File: src/rtl/deser_frame_scheduler.sv
// Round-robin frame scheduler feeding a deserializer: grants one requester for N beats,
// then waits for the frame-complete strobe. Optional watchdog: DESER_SCHED_TIMEOUT_EN.
module deser_frame_scheduler #(
  parameter int N          = 2,
  parameter int DATA_WIDTH = 8,
  parameter int M          = 4,
  parameter int TIMEOUT    = 16
) (
  input  logic                    i_clk,
  input  logic                    i_rst,
  input  logic [M-1:0]            i_req,
  input  logic [M*DATA_WIDTH-1:0] i_data,
  output logic [M-1:0]            o_gnt,
  output logic                    o_deser_enb,
  output logic [DATA_WIDTH-1:0]   o_deser_data,
  input  logic                    i_deser_valid,
  output logic                    o_frame_done,
  output logic [$clog2(M)-1:0]    o_frame_src,
  output logic                    o_timeout
);

  localparam int SW = $clog2(M);
  localparam int BW = $clog2(N) + 1;

  typedef enum logic [1:0] {IDLE, XFER, WAIT} state_t;

  state_t        state_q, state_d;
  logic [BW-1:0] beat_q, beat_d;
  logic [SW-1:0] src_q, src_d;
  logic [SW-1:0] last_q, last_d;
  logic          done_q, done_d;
  logic [SW-1:0] win;
  logic          found;

`ifdef DESER_SCHED_TIMEOUT_EN
  localparam int WW = $clog2(TIMEOUT + 1);
  logic [WW-1:0] wd_q, wd_d;
  logic          timeout_q, timeout_d;
`endif

  // Round-robin search starting one past the previous winner.
  always_comb begin
    win   = last_q;
    found = 1'b0;
    for (int i = 1; i <= M; i++) begin
      if (!found && i_req[(int'(last_q) + i) % M]) begin
        win   = SW'((int'(last_q) + i) % M);
        found = 1'b1;
      end
    end
  end

  always_comb begin
    // NOTE: every next-state variable gets its hold/default value first so no path infers a latch.
    state_d = state_q;
    beat_d  = beat_q;
    src_d   = src_q;
    last_d  = last_q;
    done_d  = 1'b0;
`ifdef DESER_SCHED_TIMEOUT_EN
    wd_d      = wd_q;
    timeout_d = 1'b0;
`endif
    case (state_q)
      IDLE: begin
        if (found) begin
          src_d   = win;
          last_d  = win;
          beat_d  = '0;
          state_d = XFER;
        end
      end
      XFER: begin
        if (beat_q == BW'(N - 1)) begin
          beat_d  = '0;
          state_d = WAIT;
`ifdef DESER_SCHED_TIMEOUT_EN
          wd_d    = '0;
`endif
        end else begin
          beat_d = beat_q + 1'b1;
        end
      end
      WAIT: begin
        if (i_deser_valid) begin
          done_d  = 1'b1;
          state_d = IDLE;
        end
`ifdef DESER_SCHED_TIMEOUT_EN
        else if (wd_q == WW'(TIMEOUT - 1)) begin
          timeout_d = 1'b1;
          state_d   = IDLE;
        end else begin
          wd_d = wd_q + 1'b1;
        end
`endif
      end
      default: state_d = IDLE;
    endcase
  end

  // NOTE: sequential state uses non-blocking assignments so all registers update together.
  always_ff @(posedge i_clk) begin
    if (i_rst) begin
      state_q <= IDLE;
      beat_q  <= '0;
      src_q   <= '0;
      last_q  <= SW'(M - 1);
      done_q  <= 1'b0;
    end else begin
      state_q <= state_d;
      beat_q  <= beat_d;
      src_q   <= src_d;
      last_q  <= last_d;
      done_q  <= done_d;
    end
  end

`ifdef DESER_SCHED_TIMEOUT_EN
  always_ff @(posedge i_clk) begin
    if (i_rst) begin
      wd_q      <= '0;
      timeout_q <= 1'b0;
    end else begin
      wd_q      <= wd_d;
      timeout_q <= timeout_d;
    end
  end
  assign o_timeout = timeout_q;
`else
  assign o_timeout = 1'b0;
`endif

  assign o_deser_enb  = (state_q == XFER);
  assign o_gnt        = o_deser_enb ? ({{(M-1){1'b0}}, 1'b1} << src_q) : '0;
  assign o_deser_data = o_deser_enb ? i_data[int'(src_q)*DATA_WIDTH +: DATA_WIDTH] : '0;
  assign o_frame_done = done_q;
  assign o_frame_src  = src_q;

endmodule
File: config.mk
export PLATFORM = sky130hd
export DESIGN_NAME = deser_frame_scheduler
export DESIGN_NICKNAME = d
export VERILOG_FILES = /design/src/rtl/deser_frame_scheduler.sv
export SDC_FILE = /design/constraint.sdc
export NUM_CORES = 1
export LEC_CHECK = 0
export BUFFER_PORTS_ARGS = -buffer_cell sky130_fd_sc_hd__buf_2
export CAP_MARGIN = 40
export CORE_MARGIN = 4
export CORE_UTILIZATION = 38
export DETAILED_ROUTE_END_ITERATION = 16
export PLACE_DENSITY = 0.78
export SETUP_SLACK_MARGIN = 0.1
export SYNTH_ARGS = -nofsm -noshare
export SYNTH_HDL_FRONTEND = slang
export SYNTH_SLANG_ARGS = --single-unit
File: constraint.sdc
create_clock -name i_clk -period 1.5 [get_ports i_clk]
set_input_delay 0.075 -clock i_clk [delete_from_list [all_inputs] [get_ports i_clk]]
set_output_delay 0.075 -clock i_clk [all_outputs]
set_load 0.05 [all_outputs]
==> impl_metrics.csv <==
group,metric,value,unit
run_status,status,"complete, but fails checks",
run_status,violated_checks,"negative setup slack",
place,place_congestion,0.803,
cells_and_area,net_count_reported_at_finish,178,
setup_path,worst-setup-path-type,"reg2out",
setup_path,critical_path.max_stage_delay,480,ps
clock_tree,clkLatencyLatePin,260,ps
floorplanning,num_rows,15,
setup_path,cpMaxStageDelayCell,"sky130_fd_sc_hd__mux4_2",
grt,grt_start_max_net_pins,17,
synthesis,syn_nets,115,
clock_tree,h-tree-depth,1,
detailed_routing,drt_drc_violations_left,0,
clock_tree,ctsLongestPathBuffers,2,
detailed_routing,drtPass1Iterations,4,
synthesis,synthesis.area,706,um2
clock_tree,clk_root_buffer_cell,"sky130_fd_sc_hd__clkbuf_4",
floorplanning,ioPinCount,56,
synthesis,post_synth_xor_xnor_area,0,%
grt,grt_use_total,18.4,%
grt,grt_first_pass_wirelength,3680,um
setup_path,worst_path_arrival_time,1580,ps
setup_path,required,1420,ps
timing,setup_tns,-1190,ps
place,sum_of_net_half_perimeters_after_detailed_placement,1660,um
setup_path,largest_fanout_on_the_critical_path,6,
floorplanning,die_w,51.1,um
timing,fmax,0.603,GHz
clock_tree,number_of_buffers_created_by_cts,3,
timing,layout_min_cycle_time,1660,ps
detailed_routing,routed-via-count,851,
power_and_ir_drop,max_ir_drop_vdd,700,uV
detailed_routing,routed_wl,2390,um
clock_tree,tritoncts,"yes",
synthesis,post_synth_most_frequent_cells,"sky130_fd_sc_hd__nor2_1 (11), sky130_fd_sc_hd__dfxtp_1 (9), sky130_fd_sc_hd__and2_1 (8)",
timing,setup-violations-final,11,
detailed_routing,vias_per_cell,5.22,
setup_path,critical_path.cell_chain,"buf_4 > mux4_2 > and2_4 > buf_8",
timing,hold_violations,0,
floorplanning,die_h,51.1,um
timing,rsz_0062_raised_after_global_routing,"yes",
synthesis,post_synth_num_cell_types,30,
timing,slew_violations,0,
synthesis,synth.most_common_cell,"sky130_fd_sc_hd__nor2_1",
synthesis,synth_area_per_cell,9.29,um2
floorplanning,initial_core_util,40.4,%
setup_path,timing.critical_path.to_type,"output port",
floorplanning,core_area,0.00175,mm2
synthesis,synth-warning-count,0,
synthesis,synth_top_family_by_area,"multiplexers",
synthesis,synth_enable_flop_cells,0,
synthesis,seq_area_frac_synth,25.5,%
grt,grt_antenna_before_repair,0,
place,io_buffers,54,
setup_path,critical_path_buf_inv_count,2,
cells_and_area,drive_gt1_share,63.8,%
job,max-cap-violations,0,
synthesis,synthesis.instances,76,
synthesis,netlist.area_leader.share,25.5,%
grt,first_global_vias,822,
cells_and_area,synthToLayoutAreaGrowth,79.8,%
floorplanning,die-area,0.00261,mm2
synthesis,synthFlopType,"sky130_fd_sc_hd__dfxtp_1",
timing,layout_worst_path_cycle_share,110,%
detailed_routing,number_of_design_rule_violations_left_by_the_first_detailed_router_iteration,10,
synthesis,arithmetic_cell_share_of_the_synthesized_area_counting_full_adders_half_adders_and_majority_gates,0,%
clock_tree,tritoncts_num_sinks,9,
setup_path,worst_path_dominant_cell_family,"multiplexers",
synthesis,synth_top_area_cell,"sky130_fd_sc_hd__dfxtp_1",
synthesis,synth_compound_gate_area_share,13.7,%
timing,finClkSkew,2.29,ps
detailed_routing,drtAntennaViolNets,0,
setup_path,critPathLaunchType,"flop",
synthesis,synth_top_cells_by_area,"sky130_fd_sc_hd__dfxtp_1 (26%), sky130_fd_sc_hd__mux4_2 (16%), sky130_fd_sc_hd__mux4_1 (11%), sky130_fd_sc_hd__and2_1 (7.1%), sky130_fd_sc_hd__nor2_1 (5.9%)",
power_and_ir_drop,powerDensity,908,mW/mm2
timing,post-route-worst-setup-slack,-157,ps
detailed_routing,drt-wirelength-per-cell,14.7,um
place,placement.setup.worst_slack,15.3,ps
synthesis,synth.mux.area_fraction,28.5,%
grt,overflow,0,
synthesis,post_synth_and_or_nand_nor_area_fraction,25.0,%
synthesis,yosys_reg_bits,9,
min_path,hold_removal_path_class,"in2reg",
clock_tree,cts-hold-fix-buffers,0,
clock_tree,clkTransAtPathRegs,60,ps
cells_and_area,final.fill_count,129,
cells_and_area,num_antenna_cells,0,
power_and_ir_drop,leakage,0.593,nW
synthesis,post_synth_arst_share,0,%
-- metal layers --
layer | wire (um) | global-route usage [%] | up-vias
li1 | - | - | 404
met1 | 957 | 21.9 | 393
met2 | 1160 | 32.6 | 52
met3 | 256 | 6.12 | 2
met4 | 11 | 2.69 | 0
met5 | 0 | 0 | -
-- cell usage in the layout, fill, tap and decap left out, drive strengths merged, types with 2 or more instances in the layout --
| cell type | Yosys | final |
|---|---|---|
| buf | 4 | 63 |
| dfxtp | 9 | 9 |
| and2 | 8 | 8 |
| nand2 | 5 | 5 |
| nor2b | 2 | 2 |
| o31ai | 2 | 2 |
| mux4 | 8 | 8 |
| a21oi | 4 | 4 |
| inv | 4 | 4 |
| nor2 | 11 | 11 |
| nand2b | 3 | 3 |
| clkbuf | 1 | 4 |
-- power breakdown --
group	switching (mW)	internal, mW	leakage [nW]
sequential	0.0431	0.265	0.0752
clock	0.0804	0.102	0.0150
combinational	0.336	0.325	0.503
total	0.459	0.692	0.593
-- stage by stage --
stage          total power [mW]  area [um2]  std cells  utilization (%)  hold WS (ps)
3_3_place_gp              0.786        1030        153             59.1           345
5_1_grt                    1.21        1270        163             72.7          70.9
2_1_floorplan             0.678         743         76                -           246
3_5_place_dp              0.798        1030        153             59.1           352
4_1_cts                    1.13        1240        162             71.3          75.6
6_report                   1.15        1270        163             72.7          85.1
-- worst register-to-register path, delay by kind of cell (launching register included) --
family | cells | cell delay, ps
AOI/OAI and AO/OA | 2 | 500
buffers and inverters | 1 | 140
DFF | 1 | 300
and+or+nand+nor | 2 | 210
-- cell families after synthesis --
group	count (synthesis)
and+or+nand+nor	34
AOI/OAI and AO/OA	14
muxes	9
DFF	9
buffers and inverters	9
other	1
-- repair_timing --
| action | CTS | global route |
|---|---|---|
| gates resized for setup | 48 | 5 |
| pin swaps | 5 | 3 |
| setup buffers | 5 | 1 |
| setup endpoints to repair | 12 | 13 |
-- state kept, by name, indices dropped and copies added, names as in the netlist --
register      count
o_frame_done      1
o_frame_src       2
state_q           2
beat_q            2
last_q            2
-- layout make-up --
cell class	instances	area [um2]	area share, %
multi-input combinational	58	529	41.7
tap	25	31.3	2.47
timing repair buffer	63	478	37.7
inverter	4	17.5	1.38
sequential	9	186	14.7
clock buffer	4	26.3	2.07
-- worst paths after layout --
check	startpoint	end	slack [ps]	depth (start not counted)
worst max register to register	state_q[1]	o_frame_src[0]	260	5
worst max-delay path	o_frame_src[0]	o_deser_data[5]	-160	4
worst min-delay path	i_rst	state_q[0]	90	2
worst min register to register	beat_q[1]	beat_q[1]	480	2
(Power assumes the default switching activity.)
